`config.mk`:
```
export PLATFORM = sky130hd
export DESIGN_NAME = nonce_collector
export DESIGN_NICKNAME = d
export VERILOG_FILES = /design/src/rtl/nonce_collector_pkg.sv /design/src/rtl/nonce_fifo.sv /design/src/rtl/nonce_collector.sv
export SDC_FILE = /design/constraint.sdc
export NUM_CORES = 1
export LEC_CHECK = 0
export CORE_MARGIN = 1
export CORE_UTILIZATION = 30
export DETAILED_ROUTE_END_ITERATION = 12
export PLACE_DENSITY_LB_ADDON = 0.25
export SLEW_MARGIN = 20
export SYNTH_ARGS = -nofsm -noshare
export SYNTH_HDL_FRONTEND = slang
export SYNTH_SLANG_ARGS = --single-unit
```
`constraint.sdc`:
```
create_clock -name clk -period 6.6 [get_ports clk]
set_input_delay 1.32 -clock clk [delete_from_list [all_inputs] [get_ports clk]]
set_output_delay 1.32 -clock clk [all_outputs]
set_load 0.005 [all_outputs]
```
`src/rtl/nonce_collector_pkg.sv`:
```
// Shared definitions for the nonce collector: data width and drain FSM states.
package nonce_collector_pkg;

    localparam int NONCE_W = 32;

    // Drain FSM encoding, fixed so state values stay meaningful in waveforms.
    typedef enum logic [1:0] {
        ST_IDLE    = 2'd0,
        ST_SEND    = 2'd1,
        ST_WAIT_HI = 2'd2,
        ST_WAIT_LO = 2'd3
    } drain_state_e;

endpackage

```
`src/rtl/nonce_fifo.sv`:
```
// Synchronous FIFO for accepted nonces with a registered read port.
// Pointers carry one extra wrap bit so full and empty are told apart.
module nonce_fifo
    import nonce_collector_pkg::*;
#(
    parameter int DEPTH = 16
) (
    input  logic                     clk,
    input  logic                     rst_n,
    input  logic [NONCE_W-1:0]       din,
    input  logic                     wr_en,
    input  logic                     rd_en,
    output logic [NONCE_W-1:0]       dout,
    output logic                     full,
    output logic                     empty,
    output logic [$clog2(DEPTH):0]   level
);

    localparam int AW = $clog2(DEPTH);
    localparam int PW = AW + 1;

    logic [NONCE_W-1:0] mem [DEPTH];
    logic [PW-1:0]      wr_ptr_q, wr_ptr_d;
    logic [PW-1:0]      rd_ptr_q, rd_ptr_d;
    logic [NONCE_W-1:0] dout_q, dout_d;
    logic               do_rd;
    logic               do_wr;

    assign empty = (wr_ptr_q == rd_ptr_q);
    assign full  = (wr_ptr_q[AW] != rd_ptr_q[AW]) &&
                   (wr_ptr_q[AW-1:0] == rd_ptr_q[AW-1:0]);
    assign level = wr_ptr_q - rd_ptr_q;
    assign dout  = dout_q;

    // Read is resolved before write, so a full FIFO still accepts a write
    // in a cycle where it is also being popped.
    always_comb begin
        // NOTE: every always_comb output gets a default first; a path that
        // leaves one unassigned would infer a latch.
        do_rd    = rd_en && !empty;
        do_wr    = wr_en && (!full || do_rd);
        wr_ptr_d = wr_ptr_q + PW'(do_wr);
        rd_ptr_d = rd_ptr_q + PW'(do_rd);
        dout_d   = dout_q;
        if (do_rd) begin
            dout_d = mem[rd_ptr_q[AW-1:0]];
        end
    end

    // Pointer and read-data registers.
    always_ff @(posedge clk or negedge rst_n) begin
        // NOTE: sequential state uses non-blocking assignments so every flop
        // samples pre-edge values regardless of statement order.
        if (!rst_n) begin
            wr_ptr_q <= '0;
            rd_ptr_q <= '0;
            dout_q   <= '0;
        end else begin
            wr_ptr_q <= wr_ptr_d;
            rd_ptr_q <= rd_ptr_d;
            dout_q   <= dout_d;
        end
    end

    // Storage array write port.
    // NOTE: the array is deliberately not reset; the pointers define which
    // entries are meaningful, and leaving it reset-free keeps it RAM-mappable.
    always_ff @(posedge clk) begin
        if (do_wr) begin
            mem[wr_ptr_q[AW-1:0]] <= din;
        end
    end

endmodule

```
`src/rtl/nonce_collector.sv`:
```
// Merges the two chain nonce streams, drops recent duplicates, buffers the
// survivors and drains them one word at a time to the UART transmitter.
module nonce_collector
    import nonce_collector_pkg::*;
#(
    parameter int DEPTH        = 16,
    parameter int HIST         = 4,
    parameter int BUSY_TIMEOUT = 4
) (
    input  logic                     clk,
    input  logic                     rst_n,
    input  logic                     flush,
    input  logic                     nonce_ready0,
    input  logic [NONCE_W-1:0]       nonce0,
    input  logic                     nonce_ready1,
    input  logic [NONCE_W-1:0]       nonce1,
    input  logic                     tx_busy,
    output logic                     tx_send,
    output logic [NONCE_W-1:0]       tx_word,
    output logic [$clog2(DEPTH):0]   fifo_level,
    output logic                     overflow,
    output logic                     hit0,
    output logic                     hit1
);

    localparam int TW = $clog2(BUSY_TIMEOUT) + 1;

    // Pending capture slots, one per chain.
    logic               slot0_v_q, slot0_v_d;
    logic [NONCE_W-1:0] slot0_q,   slot0_d;
    logic               slot1_v_q, slot1_v_d;
    logic [NONCE_W-1:0] slot1_q,   slot1_d;

    // Accepted-nonce history, entry 0 is the newest.
    logic [NONCE_W-1:0] hist_q   [HIST];
    logic [NONCE_W-1:0] hist_d   [HIST];
    logic [HIST-1:0]    hist_v_q, hist_v_d;

    logic               overflow_q, overflow_d;

    // Drain FSM.
    drain_state_e       state_q, state_d;
    logic [TW-1:0]      cnt_q,   cnt_d;

    // Commit path and FIFO hookup.
    logic               commit_v;
    logic [NONCE_W-1:0] commit_d;
    logic               dup;
    logic               accept;
    logic               fifo_rd;
    logic               fifo_full;
    logic               fifo_empty;
    logic               drop0;
    logic               drop1;
    logic               lost;

    nonce_fifo #(
        .DEPTH (DEPTH)
    ) u_fifo (
        .clk   (clk),
        .rst_n (rst_n),
        .din   (commit_d),
        .wr_en (accept),
        .rd_en (fifo_rd),
        .dout  (tx_word),
        .full  (fifo_full),
        .empty (fifo_empty),
        .level (fifo_level)
    );

    // Pick the committing slot (chain 0 first) and compare it to history.
    // A flush discards pending slots, so nothing commits in that cycle.
    always_comb begin
        commit_v = !flush && (slot0_v_q || slot1_v_q);
        commit_d = slot0_v_q ? slot0_q : slot1_q;
        dup      = 1'b0;
        for (int i = 0; i < HIST; i++) begin
            if (hist_v_q[i] && (hist_q[i] == commit_d)) begin
                dup = 1'b1;
            end
        end
        accept = commit_v && !dup;
        hit0   = accept && slot0_v_q;
        hit1   = accept && !slot0_v_q;
        lost   = accept && fifo_full && !fifo_rd;
    end

    // Slot bookkeeping: a slot frees when it commits or on flush, and a
    // strobe that finds its slot still occupied is dropped.
    always_comb begin
        slot0_v_d = slot0_v_q;
        slot0_d   = slot0_q;
        slot1_v_d = slot1_v_q;
        slot1_d   = slot1_q;
        drop0     = 1'b0;
        drop1     = 1'b0;

        if (flush || (commit_v && slot0_v_q)) begin
            slot0_v_d = 1'b0;
        end
        if (flush || (commit_v && !slot0_v_q)) begin
            slot1_v_d = 1'b0;
        end

        if (nonce_ready0) begin
            if (slot0_v_d) begin
                drop0 = 1'b1;
            end else begin
                slot0_v_d = 1'b1;
                slot0_d   = nonce0;
            end
        end
        if (nonce_ready1) begin
            if (slot1_v_d) begin
                drop1 = 1'b1;
            end else begin
                slot1_v_d = 1'b1;
                slot1_d   = nonce1;
            end
        end
    end

    // History shift and sticky overflow flag.
    always_comb begin
        hist_d   = hist_q;
        hist_v_d = hist_v_q;
        if (flush) begin
            hist_v_d = '0;
        end else if (accept) begin
            for (int i = HIST - 1; i > 0; i--) begin
                hist_d[i]   = hist_q[i-1];
                hist_v_d[i] = hist_v_q[i-1];
            end
            hist_d[0]   = commit_d;
            hist_v_d[0] = 1'b1;
        end

        overflow_d = overflow_q;
        if (flush) begin
            overflow_d = 1'b0;
        end
        if (drop0 || drop1 || lost) begin
            overflow_d = 1'b1;
        end
    end

    // Drain FSM next state and outputs. A word whose busy never rises
    // within the timeout is treated as sent.
    always_comb begin
        state_d = state_q;
        cnt_d   = cnt_q;
        fifo_rd = 1'b0;
        tx_send = 1'b0;
        unique case (state_q)
            ST_IDLE: begin
                if (!fifo_empty && !tx_busy) begin
                    fifo_rd = 1'b1;
                    state_d = ST_SEND;
                end
            end
            ST_SEND: begin
                tx_send = 1'b1;
                cnt_d   = '0;
                state_d = ST_WAIT_HI;
            end
            ST_WAIT_HI: begin
                if (tx_busy) begin
                    state_d = ST_WAIT_LO;
                end else if (cnt_q == TW'(BUSY_TIMEOUT - 1)) begin
                    state_d = ST_IDLE;
                end else begin
                    cnt_d = cnt_q + TW'(1);
                end
            end
            ST_WAIT_LO: begin
                if (!tx_busy) begin
                    state_d = ST_IDLE;
                end
            end
            default: state_d = ST_IDLE;
        endcase
    end

    assign overflow = overflow_q;

    // State registers for slots, history, overflow and the drain FSM.
    always_ff @(posedge clk or negedge rst_n) begin
        if (!rst_n) begin
            slot0_v_q  <= 1'b0;
            slot0_q    <= '0;
            slot1_v_q  <= 1'b0;
            slot1_q    <= '0;
            hist_v_q   <= '0;
            for (int i = 0; i < HIST; i++) begin
                hist_q[i] <= '0;
            end
            overflow_q <= 1'b0;
            state_q    <= ST_IDLE;
            cnt_q      <= '0;
        end else begin
            slot0_v_q  <= slot0_v_d;
            slot0_q    <= slot0_d;
            slot1_v_q  <= slot1_v_d;
            slot1_q    <= slot1_d;
            hist_v_q   <= hist_v_d;
            hist_q     <= hist_d;
            overflow_q <= overflow_d;
            state_q    <= state_d;
            cnt_q      <= cnt_d;
        end
    end

endmodule

```
==> impl_results.md <==
- Status: completed
- Die Wd: 323 microns
- Final GP Congestion: 0.788
- Pwr dens: 422 mW/mm^2
- Cell taking the most area after synthesis: edfxtp_1
- Register area: about 0.022 sq mm
- Total setup buffers inserted after CTS: 0
- Post-synthesis cell count: 1,556
- First-pass iteration count of the detailed router: 4
- CP Launch Type: flop
- Distinct cells, synth: 39
- CP arrival: 4.45 ns
- CP Max Fanout: 19
- DPL Wire Length: around 44,000 microns
- Final hold violations: 0
- Num CTS Buffers: 83
- Data required time of the worst path: 5.28 ns
- Drt drc: 0
- Average wire per standard cell: ~24 microns
- CP peak stage delay: around 0.80 ns
- Vias in the first global route: 16,234
- Syn Area/Cell: around 20 sq um
- Number of synthesized flops with an enable pin: 512
- Antenna violations before repair: 0
- Top Ports: approximately 110
- Nets: between 1,500 and 2,000
- Syn-to-layout area delta: 17.8%
- CP Capture Type: output pin
- Commonest non-fill, non-tap cells in the layout: edfxtp_1, dfrtp_1, mux2_2
- Yosys warnings: 0
- Max-cap violations: 0
- Leakage power: 12.7 nW
- Slew Viols, Final: 0
- Total gr overflow: 0
- RSZ-0062 raised after global routing: false
- Reg clk slew, reported paths: 0.06 ns
- Setup TNS: 0 ns
- Post-synth ARST share: between 30% and 40%
- Final setup violating endpoints: 0
- Achievable Freq: around 170 MHz
- Clock root cell: clkbuf_16
- Sink Count: between 700 and 800
- Commonest non-fill, non-tap cell in the layout: edfxtp_1
- H-tree levels: 3
- First-pass GRT wire length: roughly 110,000 microns
- Area of the multi-input gates: around 0.0090 sq mm
- Initial Util: a little under a third
- Worst slew margin: between 20 and 30%
- Largest net degree at the start of global routing: between 150 and 200
- Via Count: approximately 15,000
- Initial DRC count: approximately 1,000
- Layout cells sized above 1: about 33%
- Post-Syn Nets: 1,637
- Final period util: between 80 and 90%
- Post-Syn Area: between 0.03 and 0.04 sq mm
- Final Non-Filler Cells: around 3,100
- Placed insts: 2,990
- Worst vdd ir: about 0.26 mV
- Fill cell count: 9,475
- Die Area: about 0.10 sq mm
- Number of port buffers: between 100 and 150
- Top cell type's share of synthesized area: slightly below 50%
- Yosys reg bits: 758
- Seq/Total Area, Yosys: 69.5%
- Main synth FF type: edfxtp_1
- Synth area leaders: edfxtp_1, dfrtp_1, mux4_2
- Clock Skews: 0.0429 ns
- Clock Latency Late Sink: 0.65 ns
- Routed vias/inst: between 4 and 5
- Total Routing Usage GR: ~14%
- CTS tree: done
- DP Worst Slack: roughly 1.3 ns
- Hold Crit Class: reg -> reg
- CTS Buffer Depth: 3
- Core area: between 0.1 and 0.15 sq mm
- CTS Hold Bufs: 0
- Post-DRT Antenna Nets: 0
- CTS resizes: 0
- Final WS setup: around 0.83 ns
- Critical Path, Cell by Cell: mux2i_1, inv_1, xnor2_1, nand4_1, nor4_1, nand4_1, nor4_1, or4_4, nor2_1, clkdlybuf4s50_1
- Util after Layout: 35.7%
- Slowest cell on crit path: dfrtp_2
- WS Path Type: reg -> out
- Final wirelength: 74,500 microns
- Tmin final: roughly 5.8 ns
- Die H: 323 microns
- Worst-Margin Slew: between 1 and 1.5 ns
- Num rows: around 120
-- state kept, by name, summed over array words and instances, names as in the netlist --
| name | cells |
|---|---|
| hist_v_q | 4 |
| u_fifo.rd_ptr_q | 5 |
| slot0_q | 32 |
| u_fifo.wr_ptr_q | 5 |
| hist_q | 128 |
| slot1_v_q | 1 |
| cnt_q | 3 |
| slot1_q | 32 |
| u_fifo.mem | 512 |
| slot0_v_q | 1 |
| u_fifo.dout | 32 |
| state_q | 2 |
| overflow | 1 |
-- synthesized netlist by cell type (4+ instances only) --
master,instances
nor4_1,15
clkbuf_1,35
xor2_1,19
nor3_1,19
buf_12,8
inv_1,22
mux2i_1,9
inv_2,5
o21ai_0,5
dfrtp_1,246
xnor2_1,118
edfxtp_1,512
mux2_4,79
nand4_1,26
nand3_1,13
nand2_1,17
nor2b_1,4
ha_1,10
buf_4,8
buf_1,17
nor2_1,12
mux4_2,160
mux2_2,168
-- per-layer routing --
| layer | GRT usage [%] | vias up | share of wire (%) |
|---|---|---|---|
| met2 | 25.1 | 253 | 51 |
| met5 | 0 | - | 0 |
| met4 | 3.81 | 0 | 1.6 |
| met3 | 2.09 | 77 | 3.9 |
| li1 | - | 6427 | - |
| met1 | 18.9 | 8057 | 43 |
-- where the power goes --
group          switching [mW]  total, mW  internal [mW]
registers               0.633       6.56           5.93
logic                    1.94       4.17           2.23
clock network            1.90       4.66           2.76
-- per-stage QoR --
stage          hold slack [ns]  area [sq um]  power [mW]
2_1_floorplan            0.465         31000        9.27
5_1_grt                  0.519         36500        16.1
6_report                 0.504         36500        15.4
4_1_cts                  0.509         36500        15.7
3_5_place_dp             0.495         33700        11.0
3_3_place_gp             0.487         33700        10.9
-- cells by family after synthesis --
group           after synthesis  share of synthesized area [%]
flops                       758                           69.5
mux                         419                           22.0
xor+xnor                    137                           3.87
simple gates                110                           1.87
buf+inv                     100                           1.82
compound gates               21                          0.428
fa+ha+maj                    11                          0.469
-- area by class of cell --
cell class	instances	area share (%)
Multi-Input combinational cell	698	24.6
Tap cell	1368	4.69
Sequential cell	758	59.1
Inverter	27	0.278
Clock inverter	44	1.34
Antenna cell	1	0.00686
Clock buffer	111	6.26
Timing Repair Buffer	139	3.72
-- worst paths after layout --
kind | cells past startpoint | end | startpoint | slack (ns)
worst max-delay path | 10 | hit1 | slot0_v_q | 0.83
worst min-delay path | 1 | u_fifo.dout[18] | u_fifo.dout[18] | 0.50
worst max register to register | 11 | u_fifo.mem[13][0] | slot0_v_q | 1.59
worst min register to register | 1 | u_fifo.dout[18] | u_fifo.dout[18] | 0.50
max in group asynchronous | 2 | u_fifo.dout[31] | rst_n | 4.61
min in group asynchronous | 1 | slot0_q[3] | rst_n | 0.75
-- worst max-delay path, delay by kind of cell (launching register included) --
| kind | cells | cell delay [ns] |
|---|---|---|
| multiplexers | 1 | 0.45 |
| buffers and inverters | 2 | 0.82 |
| flip-flops | 1 | 0.80 |
| AND/OR/NAND/NOR | 6 | 1.39 |
| XOR/XNOR | 1 | 0.37 |
No activity file was read; power rests on OpenSTA's default activity.
